### config.mk
export PLATFORM = sky130hd
export DESIGN_NAME = alu_op_sequencer_flat
export DESIGN_NICKNAME = d
export VERILOG_FILES = /design/src/rtl/alu_pkg.sv /design/src/rtl/alu_op_sequencer_if.sv /design/src/rtl/alu_op_sequencer.sv /design/src/flat_wrapper.sv
export SDC_FILE = /design/constraint.sdc
export NUM_CORES = 1
export LEC_CHECK = 0
export CAP_MARGIN = 15
export CORE_ASPECT_RATIO = 2
export CORE_MARGIN = 2
export CORE_UTILIZATION = 47
export DETAILED_ROUTE_END_ITERATION = 8
export GPL_ROUTABILITY_DRIVEN = 0
export PLACE_DENSITY = 0.92
export SYNTH_ARGS = -nofsm -noshare
export SYNTH_HDL_FRONTEND = slang
export SYNTH_SLANG_ARGS = --single-unit
### constraint.sdc
create_clock -name clk -period 5.2 [get_ports clk]
set_input_delay 1.04 -clock clk [delete_from_list [all_inputs] [get_ports clk]]
set_output_delay 1.04 -clock clk [all_outputs]
set_load 0.005 [all_outputs]
### src/rtl/alu_pkg.sv
// Shared definitions for the ALU operation sequencer: function codes,
// controller states and default datapath widths.
package alu_pkg;

    localparam int DEF_DATA_W  = 32;
    localparam int DEF_SHAMT_W = 5;
    localparam int FUNC_W      = 6;

    localparam logic [FUNC_W-1:0] FN_ADD = 6'd0;
    localparam logic [FUNC_W-1:0] FN_SUB = 6'd1;
    localparam logic [FUNC_W-1:0] FN_AND = 6'd2;
    localparam logic [FUNC_W-1:0] FN_OR  = 6'd3;
    localparam logic [FUNC_W-1:0] FN_XOR = 6'd4;
    localparam logic [FUNC_W-1:0] FN_NOT = 6'd5;
    localparam logic [FUNC_W-1:0] FN_SLA = 6'd6;
    localparam logic [FUNC_W-1:0] FN_SRA = 6'd7;
    localparam logic [FUNC_W-1:0] FN_SRL = 6'd8;
    localparam logic [FUNC_W-1:0] FN_MAX = 6'd8;

    typedef enum logic [1:0] {
        IDLE  = 2'd0,
        EXEC  = 2'd1,
        SHIFT = 2'd2,
        DONE  = 2'd3
    } state_t;

endpackage

### src/rtl/alu_op_sequencer_if.sv
// Request/response channels between a client and the ALU operation sequencer.
interface alu_op_sequencer_if
    import alu_pkg::*;
#(
    parameter int DATA_W = DEF_DATA_W
);

    logic              req_valid;
    logic              req_ready;
    logic [FUNC_W-1:0] req_func;
    logic [DATA_W-1:0] req_a;
    logic [DATA_W-1:0] req_b;
    logic              rsp_valid;
    logic              rsp_ready;
    logic [DATA_W-1:0] rsp_res;
    logic              rsp_err;

    modport master (
        output req_valid, req_func, req_a, req_b, rsp_ready,
        input  req_ready, rsp_valid, rsp_res, rsp_err
    );

    modport slave (
        input  req_valid, req_func, req_a, req_b, rsp_ready,
        output req_ready, rsp_valid, rsp_res, rsp_err
    );

endinterface

### src/rtl/alu_op_sequencer.sv
// Multi-cycle controller in front of a one-bit-per-pass combinational ALU;
// shifts are iterated by feeding the ALU result back as operand a.
module alu_op_sequencer
    import alu_pkg::*;
#(
    parameter int DATA_W  = DEF_DATA_W,
    parameter int SHAMT_W = DEF_SHAMT_W
) (
    input  logic               clk,
    input  logic               rst,
    alu_op_sequencer_if.slave  bus,
    output logic               o_busy,
    output logic [FUNC_W-1:0]  o_alu_func,
    output logic [DATA_W-1:0]  o_alu_a,
    output logic [DATA_W-1:0]  o_alu_b,
    input  logic [DATA_W-1:0]  i_alu_res
);

    state_t              r_state;
    logic [SHAMT_W-1:0]  r_count;
    logic                r_busy;
    logic                r_rsp_valid;
    logic [DATA_W-1:0]   r_rsp_res;
    logic                r_rsp_err;
    logic [FUNC_W-1:0]   r_alu_func;
    logic [DATA_W-1:0]   r_alu_a;
    logic [DATA_W-1:0]   r_alu_b;
    logic [SHAMT_W-1:0]  w_shamt;

    assign w_shamt = bus.req_b[SHAMT_W-1:0];

    // The shift accumulator is r_alu_a itself: it already holds the operand
    // presented to the ALU, so each pass just loads the result back into it.
    // NOTE: every register here is assigned with <= so all updates in a cycle
    // see the pre-edge values, and reset is sampled only at the clock edge.
    always_ff @(posedge clk) begin
        if (rst) begin
            r_state     <= IDLE;
            r_count     <= '0;
            r_busy      <= 1'b0;
            r_rsp_valid <= 1'b0;
            r_rsp_res   <= '0;
            r_rsp_err   <= 1'b0;
            r_alu_func  <= '0;
            r_alu_a     <= '0;
            r_alu_b     <= '0;
        end else begin
            case (r_state)
                IDLE: begin
                    if (bus.req_valid) begin
                        r_busy <= 1'b1;
                        if (bus.req_func <= FN_NOT) begin
                            r_state    <= EXEC;
                            r_alu_func <= bus.req_func;
                            r_alu_a    <= bus.req_a;
                            r_alu_b    <= bus.req_b;
                        end else if (bus.req_func <= FN_MAX && w_shamt != '0) begin
                            r_state    <= SHIFT;
                            r_count    <= w_shamt;
                            r_alu_func <= bus.req_func;
                            r_alu_a    <= bus.req_a;
                            r_alu_b    <= DATA_W'(1);
                        end else begin
                            // Zero-length shift passes a through; unknown codes flag an error.
                            r_state     <= DONE;
                            r_rsp_valid <= 1'b1;
                            r_rsp_err   <= (bus.req_func > FN_MAX);
                            r_rsp_res   <= (bus.req_func > FN_MAX) ? '0 : bus.req_a;
                        end
                    end
                end
                EXEC: begin
                    r_state     <= DONE;
                    r_rsp_valid <= 1'b1;
                    r_rsp_res   <= i_alu_res;
                    r_rsp_err   <= 1'b0;
                    r_alu_func  <= '0;
                    r_alu_a     <= '0;
                    r_alu_b     <= '0;
                end
                SHIFT: begin
                    r_count <= r_count - SHAMT_W'(1);
                    if (r_count == SHAMT_W'(1)) begin
                        r_state     <= DONE;
                        r_rsp_valid <= 1'b1;
                        r_rsp_res   <= i_alu_res;
                        r_rsp_err   <= 1'b0;
                        r_alu_func  <= '0;
                        r_alu_a     <= '0;
                        r_alu_b     <= '0;
                    end else begin
                        r_alu_a <= i_alu_res;
                    end
                end
                DONE: begin
                    if (bus.rsp_ready) begin
                        r_state     <= IDLE;
                        r_busy      <= 1'b0;
                        r_rsp_valid <= 1'b0;
                    end
                end
                default: begin
                    r_state <= IDLE;
                    r_busy  <= 1'b0;
                end
            endcase
        end
    end

    assign bus.req_ready = (r_state == IDLE);
    assign bus.rsp_valid = r_rsp_valid;
    assign bus.rsp_res   = r_rsp_res;
    assign bus.rsp_err   = r_rsp_err;
    assign o_busy        = r_busy;
    assign o_alu_func    = r_alu_func;
    assign o_alu_a       = r_alu_a;
    assign o_alu_b       = r_alu_b;

endmodule

### src/flat_wrapper.sv
// flat-port wrapper written by rule: the top's interface ports become plain ports
module alu_op_sequencer_flat import alu_pkg::*;
#(
    parameter int DATA_W  = DEF_DATA_W,
    parameter int SHAMT_W = DEF_SHAMT_W
)
  (clk, rst, o_busy, o_alu_func, o_alu_a, o_alu_b, i_alu_res, bus_req_valid, bus_req_func, bus_req_a, bus_req_b, bus_rsp_ready, bus_req_ready, bus_rsp_valid, bus_rsp_res, bus_rsp_err);
  alu_op_sequencer_if #(.DATA_W(DATA_W)) bus_i ();
  input  logic clk;
  input  logic rst;
  output logic o_busy;
  output logic [FUNC_W-1:0] o_alu_func;
  output logic [DATA_W-1:0] o_alu_a;
  output logic [DATA_W-1:0] o_alu_b;
  input  logic [DATA_W-1:0] i_alu_res;
  input wire logic [$bits(bus_i.req_valid)-1:0] bus_req_valid;
  input wire logic [$bits(bus_i.req_func)-1:0] bus_req_func;
  input wire logic [$bits(bus_i.req_a)-1:0] bus_req_a;
  input wire logic [$bits(bus_i.req_b)-1:0] bus_req_b;
  input wire logic [$bits(bus_i.rsp_ready)-1:0] bus_rsp_ready;
  output wire logic [$bits(bus_i.req_ready)-1:0] bus_req_ready;
  output wire logic [$bits(bus_i.rsp_valid)-1:0] bus_rsp_valid;
  output wire logic [$bits(bus_i.rsp_res)-1:0] bus_rsp_res;
  output wire logic [$bits(bus_i.rsp_err)-1:0] bus_rsp_err;
  assign bus_i.req_valid = bus_req_valid;
  assign bus_i.req_func = bus_req_func;
  assign bus_i.req_a = bus_req_a;
  assign bus_i.req_b = bus_req_b;
  assign bus_i.rsp_ready = bus_rsp_ready;
  assign bus_req_ready = bus_i.req_ready;
  assign bus_rsp_valid = bus_i.rsp_valid;
  assign bus_rsp_res = bus_i.rsp_res;
  assign bus_rsp_err = bus_i.rsp_err;
  alu_op_sequencer #(.DATA_W(DATA_W), .SHAMT_W(SHAMT_W)) u_core (.clk(clk), .rst(rst), .bus(bus_i), .o_busy(o_busy), .o_alu_func(o_alu_func), .o_alu_a(o_alu_a), .o_alu_b(o_alu_b), .i_alu_res(i_alu_res));
endmodule
# Word-level counts from Yosys, hierarchy flattened
# Index checks and enable logic that the tools add are counted.
[totals]
mem_bits_rw = 0
regBits = 112
romBits = 0
memories = 0
latchBits = 0
[op_classes]
n_addsub = 1
shifts = 0
eq_ne = 11
n_mul = 0
div_mod_pow = 0
muxes = 44
n_bitwise = 0
magnitude_cmp = 3
reduce_logical = 13
[ops]
columns = ["operator", "n"]
rows = [
  ["2-to-1 mux 32 bit", 13],
  ["one-hot mux 32 bit (3 select lines)", 3],
  ["2-to-1 mux 6 bit", 4],
  ["one-hot mux 6 bit (3 select lines)", 1],
  ["2-to-1 mux 5 bit", 3],
  ["2-to-1 mux 1 bit", 11],
  ["one-hot mux 5 bit (2 select lines)", 1],
  ["AND reduction 5 bit", 2],
  ["AND reduction 3 bit", 3],
  ["2-to-1 mux 2 bit", 4],
  ["inequality test 2 bit (second input constant)", 4],
  ["one-hot mux 2 bit (4 select lines)", 1],
  ["AND reduction 4 bit", 2],
  ["> comparator 6 x 4 -> 1 bit (second input constant)", 1],
  ["<= comparator 6 x 3 -> 1 bit (second input constant)", 1],
  ["<= comparator 6 x 4 -> 1 bit (second input constant)", 1],
  ["== test 5 x 1 -> 1 bit (second input constant)", 1],
  ["nonzero test 5 bit", 1],
  ["subtractor 5 x 1 -> 5 bit (second input constant)", 1],
  ["== test 2 bit (second input constant)", 2],
  ["inequality test 2 x 1 -> 1 bit (second input constant)", 2],
  ["one-hot mux 1 bit (4 select lines)", 1],
  ["nonzero test 2 bit", 2],
  ["inequality test 3 x 1 -> 1 bit (second input constant)", 1],
  ["other kinds (6)", 6],
]

# Logic depth before layout (Yosys ltp)
# Gate-level depths: netlist of run 1.
[depth]
word_depth = 6
ltp_mapped = 10

# Least setup slack after synthesis of run 1
# Ideal clock, no wire load.
[synth_path]
path_kind = "input to register"
startpoint = "input port bus_req_b[1]"
endpoint = "register u_core.r_rsp_err (netlist: u_core.bus.rsp_err)"
path_buffers = 2
path_stages = 7
setup_slack_ps = 2400
arrival_time_ps = 2676
required_ps = 5077
path_cell_list = "or4_4 o211ai_4 a21o_1 buf_2 and2_1 buf_2 mux2_1"
[synth_via]
elab_chain_cells = 4
[synth_lines]
columns = ["element", "line", "source"]
rows = [
  ["start, declared", "flat_wrapper.sv:19", "input wire logic [$bits(bus_i.req_b)-1:0] bus_req_b;"],
  ["nonzero test 5 bit", "alu_op_sequencer.sv:57", "end else if (bus.req_func <= FN_MAX && w_shamt != '0) begin"],
  ["logical AND 1 bit", "alu_op_sequencer.sv:57", ""],
  ["inequality test 2 bit (no source line)", "--", ""],
  ["AND reduction 5 bit (no source line)", "--", ""],
  ["end signal, assigned", "alu_op_sequencer.sv:67", "r_rsp_err <= (bus.req_func > FN_MAX);"],
  ["end, declared", "alu_op_sequencer.sv:24", "logic r_rsp_err;"],
]
# No other way between the ends.
# A chain may end at the register's enable or synchronous reset.

# Worst setup path in the final report of run 1
[layout_path]
startpoint = "input port bus_req_func[1]"
endpoint = "register u_core.r_alu_a[10] (netlist: u_core.o_alu_a[10])"
[layout_via]
elab_chain_cells = 4
word_cells_on_any_way = 8
[layout_lines]
columns = ["element", "line", "source"]
rows = [
  ["start, declared", "flat_wrapper.sv:17", "input wire logic [$bits(bus_i.req_func)-1:0] bus_req_func;"],
  ["<= comparator 6 x 3 -> 1 bit / <= comparator 6 x 4 -> 1 bit (equally long branches)", "alu_op_sequencer.sv:52, alu_op_sequencer.sv:57", ""],
  ["2-to-1 mux 32 bit / logical AND 1 bit (equally long branches)", "alu_op_sequencer.sv:52, alu_op_sequencer.sv:57", ""],
  ["2-to-1 mux 32 bit / inequality test 3 x 1 -> 1 bit (equally long branches)", "--", ""],
  ["one-hot mux 32 bit (3 select lines) / AND reduction 3 bit (equally long branches)", "--", ""],
  ["end signal, assigned", "alu_op_sequencer.sv:55", "r_alu_a <= bus.req_a;"],
  ["end signal, assigned", "alu_op_sequencer.sv:61", "r_alu_a <= bus.req_a;"],
  ["end signal, assigned", "alu_op_sequencer.sv:92", "r_alu_a <= i_alu_res;"],
  ["end, declared", "alu_op_sequencer.sv:26", "logic [DATA_W-1:0] r_alu_a;"],
]
# Several ways; a longest one is shown, not always the timed one. The select of a mux whose other input is x is not followed.

==> reports/results.txt, run 1 <==
cts bufs inserted = 9
Slew Limit Fails = 0
first-pass GRT wire length = 26600 um
Area Overhead vs Synth = 45.3%
initial antenna violation count = 1
Main synth FF type = dfxtp_1
Setup CP Type = input pin to flip-flop
register area = 0.00224 mm^2
minimum clock period = 3.83 ns
post-synthesis cell count = 564
num rows = 54
CTS root buf = clkbuf_16
Multi-input gate area = 0.00267 mm^2
# fillers = 790
# IOs = 212
FF+latch count, synth = 112
drt drc = 0
Final Net Count = 841
CTS tree = built
DRT Pass-1 Iters = 5
Initial Util = 47.9%
Placeable Area = 0.0109 mm^2
P_leak = 2.57 nW
Cell Count, Final, Fillers Out = 875
Post-CTS Resized = 0
commonest cells after routing, fill and taps aside = 210 x clkdlybuf4s50_1, 112 x dfxtp_1, 63 x a22oi_1
clock skew = 0.0109 ns
Die X = 78.5 um
Net Count, Synth = 676
Sw Pwr = 1.93 mW
sw frac = 41.9%
total vias in the final route = 5279
Placed Instances = 858
RSZ-0062 raised after global routing = no
routed wire length = 16600 um
Post-CTS Setup Inserts = 0
syn_area_per_cell = 9.24 um^2
Int Power = 2.67 mW
grt total ovfl = 0
Worst Path Required = 5.39 ns
async set-reset flop share out of synthesis = 0%
critical path endpoint category = flip-flop
share of layout cells above drive strength 1 = 9.26%
Largest stage delay, worst path = 0.88 ns
Max Cap Viol = 0
full die area = 0.0120 mm^2
port bufs = 211
Crit-path slowest cell = or2_2
htree depth = 3
Sink Count = 112
CP Cell Sequence = clkdlybuf4s50_1 -> o31ai_1 -> o211ai_4 -> a21oi_4 -> or2_2 -> a211oi_2
number of enable flip-flop cells after synthesis = 0
VDD IR-drop max = 596 uV
fmax = 0.261 GHz
total track usage = 27.3%
Worst-Skew Late Latency = 0.35 ns
Setup violations, final = 0
Routed WL per cell = 18.9 um
Die H = 153 um
largest net degree at the start of global routing = 109
via/cell ratio = 6.03
clock share of power = 14.9%
register area share after synthesis = 43.0%
Final Hold Fails = 0
Worst-path clk slew = 0.08 ns
maximum fanout along the worst path = 33
Sequential Power Share = 28.9%
Yosys Warn Count = 0
drt first-iter violations = 308
vias in the first global route = 5390
combinational fraction of design power = 56.2%
headroom to the max-slew limit = 22.8%
final core utilization = 69.6%
actual slew at the worst max-slew pin = 1.15 ns
fin crit share = 73.6%
post-placement cell area = 0.00727 mm^2
HPWL after detailed placement = 11800 um
startpoint type of the worst setup path = input pin
Syn Std Cell Area = 0.00521 mm^2
remaining antenna violation count after routing = 0
HP Class = flip-flop to flip-flop
Netlist cell types = 48
hold buffer count at cts = 0
Final Cell Area = 0.00757 mm^2
commonest non-fill, non-tap cell in the layout = clkdlybuf4s50_1
Final TNS setup = 0 ns
Power Density = 608 mW/mm^2
outcome = finished clean
CTS Buffer Depth = 2
crit path DAT = 4.01 ns
[worst paths after layout]
check,from,end,slack (ns),depth (start not counted)
max,bus_req_func[1],u_core.o_alu_a[10],1.37,6
min,u_core.o_alu_func[0],u_core.o_alu_func[0],0.45,2
max reg2reg,u_core.r_count[0],u_core.o_alu_b[24],2.31,6
min reg2reg,u_core.o_alu_func[0],u_core.o_alu_func[0],0.45,2
[cells in the mapped netlist (12+ instances only)]
| library cell | instances | area share [%] |
|---|---|---|
| dfxtp_1 | 112 | 43 |
| a22oi_1 | 63 | 9.1 |
| a21oi_1 | 45 | 4.3 |
| clkbuf_1 | 42 | 3.0 |
| nor2b_1 | 39 | 4.7 |
| nor2_1 | 37 | 2.7 |
| a211oi_1 | 35 | 5.0 |
| nor3_1 | 35 | 3.4 |
| a31oi_1 | 33 | 4.0 |
| a211oi_2 | 30 | 7.2 |
| buf_2 | 13 | 1.2 |
| nand2_1 | 12 | 0.86 |
[sequential cells by signal, indices dropped and copies added, names as in the netlist, 2 cells and up]
signal / cells
u_core.r_state: 2
u_core.o_alu_b: 32
u_core.r_count: 5
u_core.bus.rsp_res: 32
u_core.o_alu_a: 32
u_core.o_alu_func: 6
[metrics by stage]
| stage | power, mW | hold WS [ns] | setup WS [ns] |
|---|---|---|---|
| 2_1_floorplan | 2.97 | 0.448 | 2.40 |
| 3_3_place_gp | 3.82 | 0.441 | 1.15 |
| 3_5_place_dp | 3.91 | 0.446 | 0.957 |
| 4_1_cts | 4.60 | 0.455 | 1.33 |
| 5_1_grt | 4.90 | 0.474 | 1.15 |
| 6_report | 4.60 | 0.453 | 1.37 |
[critical path: cells and delay by family]
kind	cells	cell delay, ns
AO/OA/AOI/OAI	4	1.63
buffers and inverters	1	0.44
AND/OR/NAND/NOR	1	0.88
[kinds of logic (layout without fill, tap and decap cells)]
| group | Yosys count | in the layout | synth area share [%] |
|---|---|---|---|
| simple gates | 146 | 146 | 15.1 |
| fa+ha+maj | 6 | 6 | 1.44 |
| mux | 6 | 6 | 1.20 |
| flops | 112 | 112 | 43.0 |
| other cells | 0 | 1 | 0 |
| compound gates | 224 | 224 | 32.9 |
| buf+inv | 70 | 240 | 6.29 |
[power groups by stage]
stage | Clock [mW] | Combinational, mW | Sequential, mW
5_1_grt | 0.732 | 2.81 | 1.36
2_1_floorplan | 0 | 1.63 | 1.34
3_3_place_gp | 0 | 2.49 | 1.33
3_5_place_dp | 0 | 2.57 | 1.34
6_report | 0.684 | 2.59 | 1.33
4_1_cts | 0.694 | 2.59 | 1.32
[cell type report]
| cell class | instances | area share [%] |
|---|---|---|
| Sequential cell | 112 | 29.6 |
| Timing Repair Buffer | 218 | 28.6 |
| Inverter | 6 | 0.297 |
| Tap cell | 140 | 2.31 |
| Clock buffer | 9 | 2.97 |
| Multi-Input combinational cell | 382 | 35.3 |
| Antenna cell | 1 | 0.0330 |
| Clock inverter | 7 | 0.958 |
[per-layer routing]
layer / vias to the layer above / GRT usage (%) / part of all wire [%]
li1: 2439 / - / -
met1: 2533 / 28.3 / 35
met2: 257 / 50.2 / 54
met3: 50 / 6.14 / 6.8
met4: 0 / 13.6 / 4.2
met5: - / 0 / 0
No activity file was read; power rests on OpenSTA's default activity.
==> run 2: changes to the inputs <==
--- a/config.mk
+++ b/config.mk
@@ -8,10 +8,10 @@
 export CAP_MARGIN = 15
 export CORE_ASPECT_RATIO = 2
 export CORE_MARGIN = 2
-export CORE_UTILIZATION = 47
+export CORE_UTILIZATION = 43
 export DETAILED_ROUTE_END_ITERATION = 8
 export GPL_ROUTABILITY_DRIVEN = 0
-export PLACE_DENSITY = 0.92
+export PLACE_DENSITY = 0.86
 export SYNTH_ARGS = -nofsm -noshare
 export SYNTH_HDL_FRONTEND = slang
 export SYNTH_SLANG_ARGS = --single-unit
==> constraint.sdc (replaced) <==
create_clock -name clk -period 3.7 [get_ports clk]
set_input_delay 0.74 -clock clk [delete_from_list [all_inputs] [get_ports clk]]
set_output_delay 0.74 -clock clk [all_outputs]
set_load 0.005 [all_outputs]
==> reports/results.txt, run 2 (same netlist as run 1, synthesis figures left out) <==
R2R Setup Slk = 1.09 ns
RSZ-0062 raised after global routing = no
vias in the first global route = 5399
Setup violations, final = 0
port bufs = 211
HP Class = flip-flop to flip-flop
Area Overhead vs Synth = 46.0%
fmax = 0.337 GHz
share of layout cells above drive strength 1 = 10.0%
first-pass GRT wire length = 26500 um
maximum fanout along the worst path = 32
r2r startpoint = u_core.r_count[0]
Routed WL per cell = 19.0 um
Slew Limit Fails = 0
total track usage = 25.8%
Final TNS setup = 0 ns
full die area = 0.0131 mm^2
CP Cell Sequence = clkdlybuf4s50_1 -> or4_4 -> o211ai_4 -> a21oi_4 -> or2_2 -> a211oi_1
critical path endpoint category = flip-flop
DRT Pass-1 Iters = 6
Crit-path slowest cell = or2_2
Hold Startpoint = u_core.o_alu_func[4]
Worst Reg-to-Reg Cells = 6
htree depth = 3
Final Net Count = 847
routed wire length = 16800 um
via/cell ratio = 5.90
CTS root buf = clkbuf_16
ant diodes = 0
Largest stage delay, worst path = 0.65 ns
cts bufs inserted = 9
startpoint type of the worst setup path = input pin
largest net degree at the start of global routing = 76
drt first-iter violations = 244
Hold Crit Depth = 2
drt drc = 0
commonest non-fill, non-tap cell in the layout = clkdlybuf4s50_1
clock skew = 0.0142 ns
Sink Count = 112
minimum clock period = 2.97 ns
HPWL after detailed placement = 12200 um
headroom to the max-slew limit = 37.4%
initial antenna violation count = 0
Setup CP Type = input pin to flip-flop
CTS tree = built
outcome = finished clean
Final Hold Fails = 0
hold worst-path end = u_core.o_alu_func[4]
total vias in the final route = 5223
# IOs = 212
fin crit share = 80.3%
Post-CTS Setup Inserts = 0
remaining antenna violation count after routing = 0
Reg2Reg Capture Point = u_core.o_alu_func[2]
grt total ovfl = 0
Max Cap Viol = 0
hold buffer count at cts = 0
Initial Util = 44.3%
Die X = 81.8 um
Bufs and invs on worst path = 1
commonest cells after routing, fill and taps aside = 210 x clkdlybuf4s50_1, 112 x dfxtp_1, 63 x a22oi_1
VDD IR-drop max = 577 uV
num rows = 56
CTS Buffer Depth = 2
crit path DAT = 3.23 ns
critical path's top delay family = simple AND/OR/NAND/NOR gates
Placeable Area = 0.0118 mm^2
Worst-path clk slew = 0.07 ns
Worst Path Required = 3.96 ns
actual slew at the worst max-slew pin = 0.939 ns
P_leak = 2.59 nW
Post-CTS Resized = 0
Worst-Skew Late Latency = 0.35 ns
Power Density = 851 mW/mm^2
final core utilization = 64.6%
Die H = 160 um
[run 2: cell types whose count changed in the layout (fill, tap and decap cells not counted), sizes merged]
cell | previous run | this run
buf | 8 | 14
clkinv | 3 | 2
diode | 1 | 0
inv | 9 | 10
[run 2: area by class of cell]
cell class	instances	area, um^2
fillers	945	4160
multi-input cells	382	2670
flip-flops and latches	112	2240
repair buffers	224	2210
clock buffers	9	225
well taps	145	181
clock inverters	7	61.3
inverters	6	22.5
[run 2: where the power goes]
part | leakage [nW] | switching, mW | internal (mW) | total, mW
combinational | 1.54 | 1.96 | 1.68 | 3.65
sequential | 0.918 | 0.263 | 1.62 | 1.88
clock | 0.140 | 0.473 | 0.472 | 0.945
[run 2: how the worst max path moves through the flow]
stage | from | end | slack, ns | depth (start not counted)
after floorplan | bus_req_b[1] | u_core.bus.rsp_err | 1.20 | 7
after global placement | bus_req_b[0] | u_core.o_alu_a[0] | 0.45 | 6
after detailed placement | bus_req_b[0] | u_core.o_alu_a[1] | 0.38 | 6
after CTS | bus_req_b[0] | u_core.o_alu_a[1] | 0.74 | 6
after global routing | bus_req_func[1] | u_core.o_alu_a[4] | 0.59 | 6
final | bus_req_b[0] | u_core.o_alu_a[1] | 0.73 | 6
[run 2: tightest hold or removal path: stages (launching register included)]
cell	delay (ns)
dfxtp_1	0.32
nand2_1	0.05
a21oi_1	0.05
[run 2: layer usage]
layer	global-route usage (%)	wire [um]	vias up	part of all wire, %
li1	-	-	2459	-
met1	26.0	5880	2431	35
met2	45.7	8760	276	52
met3	7.23	1410	57	8.4
met4	13.9	772	0	4.6
met5	0	0	-	0
[run 2: stage by stage]
step / cells / area, um^2 / hold WS, ns / setup slack [ns] / power [mW]
4_1_cts: 885 / 7610 / 0.458 / 0.736 / 6.50
3_5_place_dp: 869 / 7320 / 0.449 / 0.379 / 5.54
5_1_grt: 885 / 7610 / 0.468 / 0.586 / 6.92
3_3_place_gp: 869 / 7320 / 0.440 / 0.449 / 5.41
2_1_floorplan: 564 / 5210 / 0.448 / 1.20 / 4.18
6_report: 885 / 7610 / 0.457 / 0.730 / 6.48
==> run 3: changes to the inputs <==
==> constraint.sdc (replaced) <==
create_clock -name clk -period 2.75 [get_ports clk]
set_input_delay 0.55 -clock clk [delete_from_list [all_inputs] [get_ports clk]]
set_output_delay 0.55 -clock clk [all_outputs]
set_load 0.005 [all_outputs]
==> reports/results.txt, run 3 (same netlist as run 1, synthesis figures left out) <==
Final Total Pwr = 9.15 mW
critical path endpoint category = flip-flop
Worst-Skew Late Latency = 0.35 ns
VDD IR-drop max = 1040 uV
Setup violations, final = 0
clock skew = 0.0105 ns
via/cell ratio = 5.91
Initial Util = 44.3%
ant diodes = 0
Setup CP Type = input pin to flip-flop
outcome = finished clean
Final Net Count = 857
Max Cap Viol = 0
htree depth = 3
drt drc = 0
maximum fanout along the worst path = 8
# IOs = 212
cts bufs inserted = 9
RSZ-0062 raised after global routing = no
drt first-iter violations = 257
HP Class = flip-flop to flip-flop
Worst-path clk slew = 0.08 ns
CTS root buf = clkbuf_16
vias in the first global route = 5478
DRT Pass-1 Iters = 5
P_leak = 2.69 nW
grt total ovfl = 0
Post-CTS Resized = 0
commonest non-fill, non-tap cell in the layout = clkdlybuf4s50_1
CTS Buffer Depth = 2
Final Hold Fails = 0
Worst Path Required = 3.00 ns
Sink Count = 112
routed wire length = 16700 um
commonest cells after routing, fill and taps aside = 210 x clkdlybuf4s50_1, 112 x dfxtp_1, 63 x a22oi_1
remaining antenna violation count after routing = 0
Power Density = 1170 mW/mm^2
Slew Limit Fails = 0
Routed WL per cell = 18.6 um
initial antenna violation count = 0
Die X = 81.8 um
headroom to the max-slew limit = 58.8%
fmax = 0.405 GHz
largest net degree at the start of global routing = 108
full die area = 0.0131 mm^2
actual slew at the worst max-slew pin = 0.618 ns
total vias in the final route = 5286
port bufs = 211
HPWL after detailed placement = 12200 um
Post-CTS Setup Inserts = 0
minimum clock period = 2.47 ns
Placeable Area = 0.0118 mm^2
startpoint type of the worst setup path = input pin
crit path DAT = 2.72 ns
num rows = 56
Placed Instances = 879
final core utilization = 66.5%
hold buffer count at cts = 0
Area Overhead vs Synth = 50.2%
total track usage = 25.6%
Cell Count, Final, Fillers Out = 895
share of layout cells above drive strength 1 = 11.2%
first-pass GRT wire length = 26300 um
fin crit share = 89.7%
Die H = 160 um
CTS tree = built
[run 3: changes by cell type in the layout (fill, tap and decap cells not counted), sizes merged]
cell and delta:
bufinv +3, buf +10, inv -2, clkinv -1
[run 3: where the power goes]
group,leakage [nW],switching [mW],internal [mW]
clock network,0.168,0.612,0.902
registers,0.918,0.347,2.18
logic,1.61,2.69,2.42
total,2.69,3.65,5.50
[run 3: worst paths after layout]
| check | startpoint | to | slack (ns) | cells past startpoint |
|---|---|---|---|---|
| min | u_core.o_alu_func[4] | u_core.o_alu_func[4] | 0.46 | 2 |
| max | bus_req_b[1] | u_core.r_count[1] | 0.28 | 7 |
| max reg2reg | u_core.r_count[0] | u_core.bus.rsp_res[11] | 0.29 | 7 |
| min reg2reg | u_core.o_alu_func[4] | u_core.o_alu_func[4] | 0.46 | 2 |
[run 3: final cells by class]
| class | count | area, um^2 |
|---|---|---|
| clock buffers | 9 | 225 |
| clock inverters | 7 | 126 |
| fillers | 918 | 3950 |
| inverters | 6 | 22.5 |
| multi-input cells | 382 | 2670 |
| flip-flops and latches | 112 | 2240 |
| well taps | 145 | 181 |
| repair buffers | 234 | 2360 |
[run 3: per-layer routing]
layer / track usage (%) / share of wire, %
met4: 17.0 / 5.9
met5: 0 / 0
met1: 25.8 / 35
met3: 6.55 / 7.7
met2: 44.2 / 52
[run 3: stage by stage]
step	area, um^2	setup TNS (ns)	hold WS (ns)	setup slack (ns)
2_1_floorplan	5210	0	0.448	0.440
3_3_place_gp	7470	0	0.441	0.0104
3_5_place_dp	7470	-0.146	0.448	-0.0343
4_1_cts	7830	0	0.465	0.296
5_1_grt	7830	0	0.476	0.128
6_report	7830	0	0.464	0.283
[run 3: worst max-delay path: stages]
cell and delay (ns):
clkdlybuf4s50_1 0.45, or4_4 0.59, o211ai_4 0.26, buf_4 0.19, a2bb2oi_2 0.31, nor2_1 0.10
a211oi_1 0.27
